--- src/rtl/mem_arb_pkg.sv ---
// Shared types for the two-port data RAM arbiter.
// Imported by the picker and the arbiter top level.
package mem_arb_pkg;

    localparam int NUM_PORTS = 2;

    typedef enum logic [1:0] {
        FREE,
        LOCK0,
        LOCK1
    } arb_state_t;

    typedef logic port_idx_t;

endpackage

--- src/rtl/mem_arb_rr.sv ---
// Combinational 2-way round-robin picker.
// Returns a one-hot pick; prio breaks ties.
module mem_arb_rr
    import mem_arb_pkg::*;
(
    input  logic [NUM_PORTS-1:0] req,
    input  port_idx_t            prio,
    output logic [NUM_PORTS-1:0] pick
);

    always_comb begin
        pick = '0;
        unique case (req)
            2'b01:   pick = 2'b01;
            2'b10:   pick = 2'b10;
            2'b11:   pick = prio ? 2'b10 : 2'b01;
            default: pick = '0;
        endcase
    end

endmodule

--- src/rtl/mem_arbiter.sv ---
// Shares the single-port data RAM between the LSU (port 0) and DMA (port 1).
// Round-robin in FREE, sticky grant while the owner holds its lock.
module mem_arbiter
    import mem_arb_pkg::*;
#(
    parameter int ADDR_WIDTH = 8,
    parameter int WIDTH      = 8
) (
    input  logic                  clk,
    input  logic                  rst_n,
    input  logic [NUM_PORTS-1:0]  req,
    input  logic [NUM_PORTS-1:0]  we,
    input  logic [NUM_PORTS-1:0]  lock,
    input  logic [ADDR_WIDTH-1:0] addr0,
    input  logic [ADDR_WIDTH-1:0] addr1,
    input  logic [WIDTH-1:0]      wdata0,
    input  logic [WIDTH-1:0]      wdata1,
    output logic [NUM_PORTS-1:0]  gnt,
    output logic [NUM_PORTS-1:0]  rvalid,
    output logic [WIDTH-1:0]      rdata,
    output logic                  ram_we,
    output logic [ADDR_WIDTH-1:0] ram_addr,
    output logic [WIDTH-1:0]      ram_wdata,
    input  logic [WIDTH-1:0]      ram_rdata
);

    arb_state_t           st;
    arb_state_t           st_nx;
    port_idx_t            prio;
    port_idx_t            prio_nx;
    logic                 open_arb;
    logic [NUM_PORTS-1:0] pick;
    logic [NUM_PORTS-1:0] gnt_i;
    logic [NUM_PORTS-1:0] rtag;

    mem_arb_rr u_rr (
        .req  (req),
        .prio (prio),
        .pick (pick)
    );

    // A lock dropping this cycle already reopens arbitration.
    always_comb begin
        open_arb = (st == FREE)
                 | ((st == LOCK0) & ~lock[0])
                 | ((st == LOCK1) & ~lock[1]);
        gnt_i = '0;
        if (open_arb)
            gnt_i = pick;
        else if (st == LOCK0)
            gnt_i = {1'b0, req[0]};
        else
            gnt_i = {req[1], 1'b0};
    end

    assign gnt = rst_n ? gnt_i : '0;

    always_comb begin
        st_nx   = st;
        prio_nx = prio;
        if (open_arb) begin
            st_nx = FREE;
            if (st == LOCK0)
                prio_nx = 1'b1;
            else if (st == LOCK1)
                prio_nx = 1'b0;
            if (gnt_i[0]) begin
                prio_nx = 1'b1;
                if (lock[0])
                    st_nx = LOCK0;
            end else if (gnt_i[1]) begin
                prio_nx = 1'b0;
                if (lock[1])
                    st_nx = LOCK1;
            end
        end
    end

    always_ff @(posedge clk or negedge rst_n) begin
        if (!rst_n) begin
            st   <= FREE;
            prio <= 1'b0;
            rtag <= '0;
        end else begin
            st   <= st_nx;
            prio <= prio_nx;
            rtag <= gnt_i & ~we;
        end
    end

    always_comb begin
        ram_addr  = '0;
        ram_wdata = '0;
        unique case (1'b1)
            gnt[0]: begin
                ram_addr  = addr0;
                ram_wdata = wdata0;
            end
            gnt[1]: begin
                ram_addr  = addr1;
                ram_wdata = wdata1;
            end
            default: begin
                ram_addr  = '0;
                ram_wdata = '0;
            end
        endcase
    end

    assign ram_we = |(we & gnt);
    assign rvalid = rtag;
    assign rdata  = ram_rdata;

endmodule

--- config.mk ---
export PLATFORM = sky130hd
export DESIGN_NAME = mem_arbiter
export DESIGN_NICKNAME = d
export VERILOG_FILES = /design/src/rtl/mem_arb_pkg.sv /design/src/rtl/mem_arb_rr.sv /design/src/rtl/mem_arbiter.sv
export SDC_FILE = /design/constraint.sdc
export NUM_CORES = 1
export LEC_CHECK = 0
export ABC_CLOCK_PERIOD_IN_PS = 4850
export CAP_MARGIN = 10
export CORE_ASPECT_RATIO = 0.75
export CORE_MARGIN = 3
export CORE_UTILIZATION = 27
export CTS_BUF_LIST = sky130_fd_sc_hd__clkbuf_16
export DETAILED_ROUTE_END_ITERATION = 16
export PLACE_DENSITY = 0.84
export SETUP_SLACK_MARGIN = 0.02
export SKIP_CTS_REPAIR_TIMING = 1
export SLEW_MARGIN = 0
export SYNTH_ARGS = -nofsm -noshare
export SYNTH_HDL_FRONTEND = slang
export SYNTH_SLANG_ARGS = --single-unit
--- constraint.sdc ---
create_clock -name clk -period 4.85 [get_ports clk]
set_input_delay 0.7275 -clock clk [delete_from_list [all_inputs] [get_ports clk]]
set_output_delay 0.7275 -clock clk [all_outputs]
set_load 0.03 [all_outputs]
# After elaboration in Yosys (flattened, before gate mapping)
# Cells that the tools add are included.
[word_totals]
reg_bits = 5
in_bits = 48
output_inout_bits = 29
wordCells = 36
[classes]
eq_ne = 5
n_mux = 15
n_bitwise = 9
n_reduce_logical = 4
[op_table]
columns = ["operator", "n"]
rows = [
  ["$pmux 8 s2", 2],
  ["$mux 2", 7],
  ["$eq 2x2->1 const B", 3],
  ["$pmux 2 s3", 1],
  ["$mux 1", 5],
  ["$and 2x2->2", 2],
  ["$eq 2x1->1 const B", 2],
  ["$reduce_bool 4->1", 1],
  ["$and 1x1->1", 2],
  ["$logic_not 2->1", 1],
  ["$not 1->1", 2],
  ["$not 2->2", 1],
  ["$or 1x1->1", 2],
  ["$reduce_and 2->1", 1],
  ["$reduce_or 2->1", 1],
]

# Logic depth before layout (Yosys ltp)
# Gate-level depths: netlist (run 1).
[depth]
depth_word = 8
mapped_depth = 8
mapped_depth_nobuf = 6

# Cells and area by module
# From an unflattened synthesis (run 1), not the netlist that was laid out.
[unflattened]
hier_cells = 111
hier_area_um2 = 858.3
[modules_own_cells]
columns = ["mod", "n_inst", "cells_per_inst", "area_per_inst_um2", "seq_area_each_um2"]
rows = [
  ["mem_arbiter", 1, 108, 839.6, 125.1],
  ["mem_arb_rr", 1, 3, 18.8, 0.0],
]

# Worst setup path after synthesis (run 1)
# OpenSTA, ideal clock, no wires.
[synth_timing]
path_type = "in2out"
startpoint = "in lock[1]"
endpoint = "out ram_wdata[6]"
arrival_ns = 2.010
required_ns = 4.123
setup_slack_ns = 2.113
stages = 5
path_buffers = 1
cell_sequence = "nor2b_4 or3_4 a211oi_4 buf_6 a22o_1"
[synth_between]
elab_chain_len = 6
[synth_lines]
columns = ["element", "line_no", "rtl"]
rows = [
  ["start, declared", "mem_arbiter.sv:13", "input logic [NUM_PORTS-1:0] lock,"],
  ["$not 1->1", "mem_arbiter.sv:46", "| ((st == LOCK1) & ~lock[1]);"],
  ["$and 1x1->1", "mem_arbiter.sv:46", ""],
  ["$or 1x1->1", "mem_arbiter.sv:46", ""],
  ["$mux 2", "mem_arbiter.sv:48", "if (open_arb)"],
  ["$mux 2", "mem_arbiter.sv:56", "assign gnt = rst_n ? gnt_i : '0;"],
  ["net gnt[1]", "mem_arbiter.sv:18", "output logic [NUM_PORTS-1:0] gnt,"],
  ["$pmux 8 s2", "mem_arbiter.sv:94", "unique case (1'b1)"],
  ["end, declared", "mem_arbiter.sv:23", "output logic [WIDTH-1:0] ram_wdata,"],
]
# The timed path passes the listed nets, and every way through them passes these cells.

# Final worst setup path (run 1)
[layout_timing]
startpoint = "in lock[1]"
endpoint = "out ram_wdata[2]"
[layout_between]
elab_chain_len = 6
[layout_lines]
columns = ["element", "line_no"]
rows = [
  ["$not 1->1", "mem_arbiter.sv:46"],
  ["$and 1x1->1", "mem_arbiter.sv:46"],
  ["$or 1x1->1", "mem_arbiter.sv:46"],
  ["$mux 2", "mem_arbiter.sv:48"],
  ["$mux 2", "mem_arbiter.sv:56"],
  ["$pmux 8 s2", "mem_arbiter.sv:94"],
]
# Every way passes these cells.

==> summary.txt, run 1 <==
Run status
  • Status: finished, final reports clean

Timing
  • Tightest Pin Transition: 732 ps
  • Endpoints failing setup: 0
  • Hold Violations, Final: 0
  • Setup TNS: 0 ps
  • Fin crit period: 4020 ps
  • Skew final: 1.15 ps
  • RSZ-0062 raised after global routing: false
  • Max Clk Rate: 248 MHz
  • Max-slew headroom: 51.0%
  • Pins Over Slew Limit: 0
  • Tcrit/Tclk final: 83.0%

Power and ir drop
  • Leakage power: 0.496 nW
  • Total power: 0.502 mW
  • Power per Cell Area: 407 nW/um^2
  • Maximum vdd drop: 0.143 mV

Route
  • Residual DRC: 0
  • DR WL/cell: 16.8 um
  • Drt pass-1 iters: 4
  • DRT antenna net count: 0
  • Drt first-iter violations: 18
  • Vias per cell: 5.08
  • Total number of vias: 736
  • Final WL: 2.44 mm

Floorplan
  • Die X-Extent: 61.0 um
  • Initial core utilization: 29.4%
  • CORE AREA: 2080 sq um
  • # IOs: 77
  • Die ar.: 2880 sq um
  • Die height: 47.2 um
  • Rows: 14

Final layout
  • P&R area growth vs syn: 102%
  • Final Util: 59.2%
  • Ant. Diodes: 0
  • Reg area: 125 sq um
  • Layout cells sized above 1: 11.6%
  • Layout fillers: 177
  • Final net count: 173
  • Multi-input logic area: 384 sq um

CTS
  • Clock sink total: 5
  • Clk Latency, worst-skew pair: 220 ps
  • Clock transition at the registers of the reported paths: 30 ps
  • CTS max path bufs: 2
  • CTS tree: done
  • H-tree depth: 1
  • Root Buffer Master: clkbuf_16
  • TritonCTS Buffers: 3

Worst setup path
  • Worst path depth: 6
  • Crit-path max FO: 18
  • Worst path most repeated cell: clkdlybuf4s50_1
  • Reg2reg start: st[0]
  • Worst EP arrival: 3300 ps
  • Setup CP Type: in2out
  • Crit-path leading delay family: buffers and inverters
  • CP max stage delay: 670 ps
  • Worst reg-to-reg path cell count: 6
  • CP endpoint kind: primary output
  • Slowest-stage cell, CP: clkdlybuf4s50_1
  • Origin of the worst setup path: lock[1]
  • Req. time, crit path: 4120 ps
  • Setup crit start kind: primary input
  • Cells along the critical path: clkdlybuf4s50_1 -> nor2b_4 -> or3_4 -> a211oi_4 -> a22o_2 -> clkdlybuf4s50_1
  • WP buf/inv: 2

Global routing
  • Largest net degree at the start of global routing: 19
  • Vias in the first global route: 707
  • Grt met2 use: 27.3%
  • First-pass GRT wire length: 3.39 mm
  • Antenna violations before repair: 0
  • GRT Max-Usage Layer: met2
  • Global-route total usage across every layer: 16.3%
  • Met1 Track Usage GR: 19.7%
  • Grt ovf: 0
  • Met3 usage: 3.02%

Synthesis
  • Library cells used by synthesis: 26
  • Top_reg_cell synth: dfrtp_1
  • Post-Synthesis Cells: 68
  • Syn Area/Cell: 9.00 sq um
  • Sequential cell area fraction in the yosys report: 20.4%
  • List of most frequent post-synthesis cells: a22o_1, a22o_2, buf_4
  • Yosys top cell area share: 20.4%
  • Yosys reg bits: 5
  • EDFF count, synth: 0
  • Yosys Warn Count: 0
  • Cell taking the most area after synthesis: dfrtp_1
  • Synth Cell Area: 612 sq um
  • Area contributors post-synth: dfrtp_1, a22o_2, a22o_1, buf_4, ha_1
  • Synth async-reset ratio: 100%
  • Syn_nets: 119
  • Most common cell in the netlist: a22o_1

Min path
  • Worst Min Path Start: st[1]
  • Hold crit path type: reg2reg
  • Hold depth: 2

Flow run
  • Max-cap viol count: 0

Place
  • DP HPWL: 2.02 mm
  • Port bufs: 60
  • RD Place Congestion: 0.764
cell usage in the layout, fill, tap and decap left out, drive strengths merged, types with 2 or more instances in the layout:
| master | count |
|---|---|
| dfrtp | 5 |
| ha | 3 |
| o21ai | 2 |
| nand2 | 4 |
| inv | 5 |
| a211oi | 2 |
| nor2b | 4 |
| nand2b | 2 |
| o31ai | 2 |
| clkbuf | 3 |
| a22o | 17 |
| nand3 | 2 |
| clkdlybuf4s50 | 60 |
| nor2 | 3 |
final timing paths:
check / endpoint / slack [ps]
max: ram_wdata[2] / 830
min: st[1] / 500
max reg2reg: prio / 3220
min reg2reg: st[1] / 500
max in group asynchronous: rvalid[1] / 3880
min in group asynchronous: st[1] / 750
worst min-delay path: cells and delay by family, from the launching register on:
kind / cells / cell delay, ps
DFF: 1 / 360
AOI/OAI and AO/OA: 1 / 60
and+or+nand+nor: 1 / 50
where the power goes:
group,switching [mW],leakage [nW],internal [mW]
logic,0.165,0.388,0.144
clock network,0.0238,0.0423,0.106
registers,0.00910,0.0657,0.0541
total,0.198,0.496,0.304
per-layer routing:
layer | vias to the layer above | wire length [um]
met2 | 20 | 1420
met3 | 2 | 51
met4 | 0 | 14
met1 | 361 | 958
met5 | - | 0
li1 | 353 | -
state kept, by name, indices dropped and copies added (netlist names):
signal  cells
prio        1
rvalid      2
st          2
through the flow:
step	setup WS [ps]	hold slack [ps]	cell area [sq um]	instances
floorplan	2110	432	612	68
CTS	807	511	1230	145
detailed placement	816	504	1150	141
finish	826	503	1230	145
global placement	888	484	1150	141
global route	695	556	1230	145
cells by family (layout without fill, tap and decap cells):
family                   Yosys count  count (layout)  share of synthesized area, %
buffers and inverters             15              68                          16.8
flip-flops                         5               5                          20.4
AND/OR/NAND/NOR                   18              18                          17.4
adder cells (fa/ha/maj)            3               3                          6.14
AO/OA/AOI/OAI                     27              27                          39.3
area by class of cell:
type,instances,share of cell area [%]
Clock inverter,1,0.304
Sequential cell,5,10.1
Timing Repair Buffer,60,48.7
Tap cell,24,2.43
Inverter,4,1.22
Clock buffer,3,6.09
Multi-Input combinational cell,48,31.1
No activity file was read; power rests on OpenSTA's default activity.
==> inputs of run 2 (changes only) <==
- ABC_CLOCK_PERIOD_IN_PS: 4850 -> 3910
- CORE_UTILIZATION: 27 -> 25
- PLACE_DENSITY: 0.84 -> 0.79
- clock period: 4.85 -> 3.91 ns (I/O delays scaled with it)
==> summary.txt, run 2 (same netlist as run 1, synthesis figures left out) <==
Run status
  • Status: finished, final reports clean

Global routing
  • Met3 usage: 0.922%
  • Largest net degree at the start of global routing: 19
  • Antenna violations before repair: 0
  • Grt met2 use: 32.6%
  • Grt ovf: 0
  • Global-route total usage across every layer: 16.6%
  • Vias in the first global route: 729
  • GRT Max-Usage Layer: met2
  • First-pass GRT wire length: 4.10 mm
  • Met1 Track Usage GR: 19.0%

Timing
  • Setup WS post-layout: 319 ps
  • Tcrit/Tclk final: 91.8%
  • Skew final: 1.84 ps
  • Fin crit period: 3590 ps
  • Endpoints failing setup: 0
  • Pins Over Slew Limit: 0
  • Hold Violations, Final: 0
  • Max Clk Rate: 278 MHz
  • Max-slew headroom: 55.1%
  • Setup TNS: 0 ps
  • RSZ-0062 raised after global routing: false
  • Tightest Pin Transition: 669 ps

Final layout
  • Commonest non-fill, non-tap cell in the layout: clkdlybuf4s50_1
  • Most frequent cells in the layout: clkdlybuf4s50_1, a22o_1, a22o_2, inv_1, dfrtp_1
  • P&R area growth vs syn: 104%
  • Ant. Diodes: 0
  • Layout cells sized above 1: 12.3%
  • Final net count: 174
  • Multi-input logic area: 384 sq um
  • Final Util: 58.1%
  • Layout fillers: 198
  • Reg area: 125 sq um

CTS
  • CTS tree: done
  • Root Buffer Master: clkbuf_16
  • Clock transition at the registers of the reported paths: 30 ps
  • TritonCTS Buffers: 3
  • H-tree depth: 1
  • Clk Latency, worst-skew pair: 220 ps
  • CTS max path bufs: 2
  • Clock sink total: 5

Floorplan
  • Die ar.: 3080 sq um
  • Die height: 48.8 um
  • CORE AREA: 2150 sq um
  • # IOs: 77
  • Die X-Extent: 63.1 um
  • Initial core utilization: 28.4%
  • Rows: 14

Worst setup path
  • Worst EP arrival: 3000 ps
  • Setup crit start kind: primary input
  • WP buf/inv: 2
  • Req. time, crit path: 3320 ps
  • Slowest-stage cell, CP: clkdlybuf4s50_1
  • Worst path most repeated cell: clkdlybuf4s50_1
  • CP max stage delay: 690 ps
  • Setup CP Type: in2out
  • Cells along the critical path: clkdlybuf4s50_1 -> nor2b_4 -> or3_4 -> and4_1 -> a22o_2 -> clkdlybuf4s50_1
  • Crit-path max FO: 18
  • CP endpoint kind: primary output
  • Crit-path leading delay family: buffers and inverters

Route
  • Drt first-iter violations: 26
  • Final WL: 2.57 mm
  • Vias per cell: 4.71
  • Drt pass-1 iters: 4
  • DRT antenna net count: 0
  • Residual DRC: 0
  • DR WL/cell: 16.7 um
  • Total number of vias: 726

Flow run
  • Max-cap viol count: 0

Power and ir drop
  • Maximum vdd drop: 0.198 mV
  • Power per Cell Area: 505 nW/um^2
  • Leakage power: 0.501 nW
  • Total power: 0.632 mW

Place
  • Pre-CTS setup slack: 352 ps
  • Port bufs: 60
  • DP HPWL: 2.12 mm
  • RD Place Congestion: 0.792

Min path
  • Hold crit path type: reg2reg
run 2: layout make-up:
type,instances,area share [%]
clock buffer,3,6.00
multi-input combinational,48,30.7
inverter,4,1.20
sequential,5,10.0
tap,32,3.20
timing repair buffer,61,48.6
clock inverter,1,0.300
run 2: routing by layer:
metal / vias to the layer above / part of all wire (%)
met5: - / 0
met4: 0 / 1.5
met3: 8 / 1.8
met2: 9 / 59
met1: 353 / 38
li1: 356 / -
run 2: power breakdown:
group	switching [mW]	total, mW	internal, mW
sequential	0.0111	0.0782	0.0671
combinational	0.209	0.389	0.180
clock	0.0321	0.164	0.132
run 2: per-stage QoR:
stage               area, sq um  std cells  hold slack (ps)
detailed placement         1170        150              513
finish                     1250        154              516
global route               1250        154              559
floorplan                   612         68              291
global placement           1170        150              487
CTS                        1250        154              521
run 2: path summary, 6_finish.rpt:
check                      startpoint            to  slack [ps]  cells past startpoint
setup / recovery              lock[1]  ram_wdata[1]         320                      6
hold / removal                  st[1]         st[1]         520                      2
setup reg to reg                st[0]          prio        2160                      6
hold reg to reg                 st[1]         st[1]         520                      2
max in group asynchronous       rst_n     rvalid[0]        3060                      1
min in group asynchronous       rst_n          prio         620                      1
run 2: tightest hold or removal path, cell delays in order, from the launching register on:
cell,delay (ps)
dfrtp_1,360
nand2_1,60
o21ai_0,60
==> variant 1, RTL diff (settings of run 1) <==
The parameter `ADDR_WIDTH` goes from 8 to 6.
--- a/src/rtl/mem_arbiter.sv
+++ b/src/rtl/mem_arbiter.sv
@@ -5,3 +5,3 @@
 #(
-    parameter int ADDR_WIDTH = 8,
+    parameter int ADDR_WIDTH = 6,
     parameter int WIDTH      = 8
Ports: changed (resized addr0, addr1 and ram_addr); port bits go from 77 to 71. No check against the original RTL was run, so the function may have changed too.
==> variant 1 against run 1 <==
Utilization increased by 1.4 points. First-iteration DRC count unchanged. Sequential share of layout area up 0.80 points. Clock power is 3% higher. Critical endpoint is now ram_wdata[1]. Fmax increased by 1.6%. Final cell count fell by 6.9%. Sequential cell count unchanged. Power fell by 4.5%. Synthesized area down 3.5%. Clock skew hardly changed. Final area shrank 7.3%. Setup slack improved by 0.063 ns. Routed wire length shrank 7.9%.
==> variant 1: results (changes against run 1) <==
Result of the run - finished, final reports clean
End of the worst register-to-register path - prio
Average wire per cell in the routed design - 16.7 um (-1.0%)
Distinct cell type count after synthesis - 24 (-7.7%)
Via count of the first global-routing pass - 626 (-11%)
Gpl congestion - 0.780 (+2.1%)
Fraction of registers with async set or reset after synthesis - 100% (unchanged)
Cell Count Post-Placement - 131 (-7.1%)
Antenna violations before repair - 0 (unchanged)
TritonCTS buffer count - 3 (unchanged)
Largest vdd supply drop - 0.336 mV (+130%)
Port Buffer Count - 54 (-10%)
Standby leakage power - 0.462 nW (-6.9%)
Post-Synthesis Mean Instance Area - 8.95 um2 (-0.55%)
Hold Crit Depth - 2 (unchanged)
Number of detailed-routing iterations run before antenna repair - 4 (unchanged)
Clk_skew - 0.00121 ns (+0.0000630 ns)
Area share of the leading cell type in the synthesized netlist - 22.2% (+1.8 points)
Combined global-route utilization of all metal layers - 15.6% (-0.64 points)
Share of post-route cells with drive strength above 1 - 5.31% (-6.3 points)
Register-to-register setup slack - 3.23 ns (about the same)
Via count - 652 (-11%)
Critical path arrival - 3.23 ns (-0.07 ns)
Final wirelength - 2.25 mm (-7.9%)
Maximum number of pins on one net before global-route repair - 17 (-2)
Placed wire-length estimate - 1.86 mm (-8.1%)
Max-slew headroom at the worst pin - 56.3% (+5.3 points)
Wire length of the first global-routing pass - 3.18 mm (-6.1%)
Post-synthesis net count - 113 (-5.0%)
Fillers - 161 (-9.0%)
DP Area - 1060 um2 (-7.8%)
Final-stage net count - 161 (-6.9%)
Commonest cells in the synthesized netlist - 15 x a22o_1, 8 x buf_4, 5 x dfrtp_1
Maximum fanout along the worst path - 16 (-2)
Biggest area contributors in the synthesized netlist - a22o_1 22%, dfrtp_1 21%, buf_4 10%
## variant 1: layout make-up
type | count | area share [%]
Inverter | 4 | 1.31
Multi-Input combinational cell | 46 | 31.2
Tap cell | 22 | 2.41
Timing Repair Buffer | 54 | 47.3
Clock inverter | 1 | 0.328
Sequential cell | 5 | 10.9
Clock buffer | 3 | 6.56
## variant 1: per-layer routing
layer,track usage (%),share of wire [%],up-vias
li1,-,-,328
met1,19.2,40,308
met2,26.1,55,16
met3,5.32,5.0,0
met4,4.42,0,0
met5,0,0,-
## variant 1: logic make-up (layout without fill, tap and decap cells)
family,after synthesis,count (layout),share of synthesized area (%)
fa+ha+maj,3,3,6.36
buf+inv,15,62,18.4
simple gates,18,18,18.0
flops,5,5,21.2
compound gates,25,25,36.0
## variant 1: worst max-delay path, cell delays in order
cell and delay [ns]:
clkdlybuf4s50_1 0.52, nor2b_4 0.07, or3_4 0.36, a211oi_4 0.60, a22o_1 0.26, clkdlybuf4s50_1 0.69
## variant 1: metrics by stage
stage,hold slack (ns),worst slack [ns]
floorplan,0.432,2.16
detailed placement,0.521,0.899
global route,0.595,0.805
finish,0.528,0.888
CTS,0.526,0.882
global placement,0.507,0.942
## variant 1: power by group
group | switching [mW] | leakage, nW | internal, mW
Combinational | 0.150 | 0.354 | 0.130
Clock | 0.0273 | 0.0423 | 0.107
Sequential | 0.0111 | 0.0657 | 0.0541
Total | 0.188 | 0.462 | 0.291
## variant 1: how the worst max path moves through the flow
stage | from | to | slack (ns) | depth (start not counted)
floorplan | lock[1] | ram_addr[0] | 2.16 | 5
global placement | lock[1] | ram_wdata[3] | 0.94 | 6
detailed placement | lock[1] | ram_wdata[1] | 0.90 | 6
CTS | lock[1] | ram_wdata[1] | 0.88 | 6
global route | lock[1] | ram_wdata[1] | 0.80 | 6
finish | lock[1] | ram_wdata[1] | 0.89 | 6
==> variant 2, RTL diff (settings of run 1) <==
Made on the original files. The 3 states of `arb_state_t` get a one-hot encoding in 3 bits.
--- a/src/rtl/mem_arb_pkg.sv
+++ b/src/rtl/mem_arb_pkg.sv
@@ -6,6 +6,6 @@
 
-    typedef enum logic [1:0] {
-        FREE,
-        LOCK0,
-        LOCK1
+    typedef enum logic [2:0] {
+        FREE  = 3'b001,
+        LOCK0 = 3'b010,
+        LOCK1 = 3'b100
     } arb_state_t;
Formal check against the unedited RTL: no difference found for any inputs over 10 cycles, from zero or initial values and one cycle with rst_n low; not proved beyond that.
==> variant 2 against run 1 <==
Die area is 21% higher. Critical endpoint is now ram_wdata[6]. Setup slack worse by 0.062 ns. Synthesized cell count grew 18%. Sequential cell count increased by 1. Final cell count grew 12%. Synthesized area increased by 23%. Critical path type unchanged. Final area up 9.3%. Sequential share of layout area up 1.1 points. Fmax is 1.5% lower. Routed wire length increased by 19%. Non-clock buffer count increased by 1.
Power is not compared: it rests on default switching activity, and its combinational part moved more than twofold at a synthesized area within 25%.
==> variant 2: results (changes against run 1) <==
Primary FF master, synth - dfrtp_1
Path depth of the worst reg2reg path - 3 (-3)
Sequential fraction of the synthesis area - 20.1% (-0.38 points)
Cell at the slowest stage of the critical path - and4b_1
Count of non-filler cells in the finished layout - 162 (+12%)
Post-Synthesis Mean Instance Area - 9.43 um2 (+4.8%)
Worst-case setup slack after placement - 0.786 ns (-0.0309 ns)
Maximum number of pins on one net before global-route repair - 26 (+7)
Met1 layer wirelength in the final routing - 1.17 mm (+22%)
Root Buffer - clkbuf_16
Placed wire-length estimate - 2.23 mm (+10%)
Combined global-route utilization of all metal layers - 16.4% (+0.14 points)
Critical path arrival - 3.36 ns (+0.06 ns)
Transition at the pin with the smallest max-transition slack - 0.670 ns (-0.0624 ns)
Share of post-route cells with drive strength above 1 - 7.81% (-3.8 points)
Number of violations reported at the end of detailed-routing iteration 0 - 31 (+13)
Top reg by flops - st
Clk_skew - 0.000925 ns (-0.000223 ns)
Result of the run - finished, final reports clean
Total met3 wirelength after detailed routing - 101 um (+98%)
Global routing met3 resource utilization - 2.59% (-0.43 points)
Terminating pin of the worst hold path - st[0]
Min-Delay Path Class - reg -> reg
TritonCTS buffer count - 3 (unchanged)
Critical Path Max Stage Delay - 0.69 ns (+0.02 ns)
Switching power - 0.0856 mW
Max FFs per register - 3
Post-synthesis net count - 128 (+7.6%)
End of the worst register-to-register path - rvalid[1]
CP Capture Point - ram_wdata[6]
Peak clock frequency supported by timing - 0.245 GHz (-1.5%)
Gpl congestion - 0.874 (+14%)
Comb pwr - 0.0944 mW
Hold slack final - 0.622 ns (+0.119 ns)
Power Dens Cells - 228 nW/um2
Biggest area contributors in the synthesized netlist - a32o_1 23%, dfrtp_1 17%, buf_4 11%
Warning count from the yosys run - 0 (unchanged)
DP Area - 1270 um2 (+10%)
Final wirelength - 2.91 mm (+19%)
Met2 global-route usage - 27.4% (+0.11 points)
Worst Hold Launch - st[0]
Via count of the first global-routing pass - 818 (+16%)
Antenna violations before repair - 0 (unchanged)
Crit path launch type - input pin
Hold Crit Depth - 1 (-1)
Fraction of registers with async set or reset after synthesis - 100% (unchanged)
Maximum fanout along the worst path - 18 (unchanged)
Final-stage net count - 177 (+2.3%)
Worst skew pair latency - 0.23 ns
Wire length of the first global-routing pass - 4.33 mm (+28%)
Met1 Usage GRT - 21.1% (+1.4 points)
Port Buffer Count - 60 (unchanged)
Commonest cells in the synthesized netlist - 17 x a32o_1, 11 x buf_4, 5 x dfrtp_1
Via count - 871 (+18%)
Startpoint of the lowest-slack register-to-register path - st[0]
Depth of the CTS H-tree - 1 (unchanged)
WL met2 - 1.59 mm (+12%)
Distinct cell type count after synthesis - 34 (+31%)
-- variant 2: cell types whose count changed after synthesis, moves of 3 or more --
cell | run 1 | this run
a22o_1 | 9 | 1
a22o_2 | 8 | 0
a32o_1 | 0 | 17
buf_4 | 8 | 11
ha_1 | 3 | 0
-- variant 2: kinds of logic (layout without fill, tap and decap cells) --
| kind of cell | count (synthesis) | count (layout) | share of synthesized area [%] |
|---|---|---|---|
| buffers and inverters | 19 | 67 | 18.9 |
| and+or+nand+nor | 20 | 20 | 20.9 |
| AOI/OAI and AO/OA | 34 | 34 | 39.0 |
| DFF | 6 | 6 | 20.1 |
| xor gates and xnor gates | 1 | 1 | 1.16 |
-- variant 2: area by class of cell --
type / instances / area, um2
Sequential cell: 6 / 151
Tap cell: 34 / 42.5
Timing Repair Buffer: 61 / 608
Fill cell: 252 / 1130
Clock buffer: 3 / 75.1
Clock inverter: 1 / 3.75
Inverter: 2 / 7.51
Multi-Input combinational cell: 55 / 460
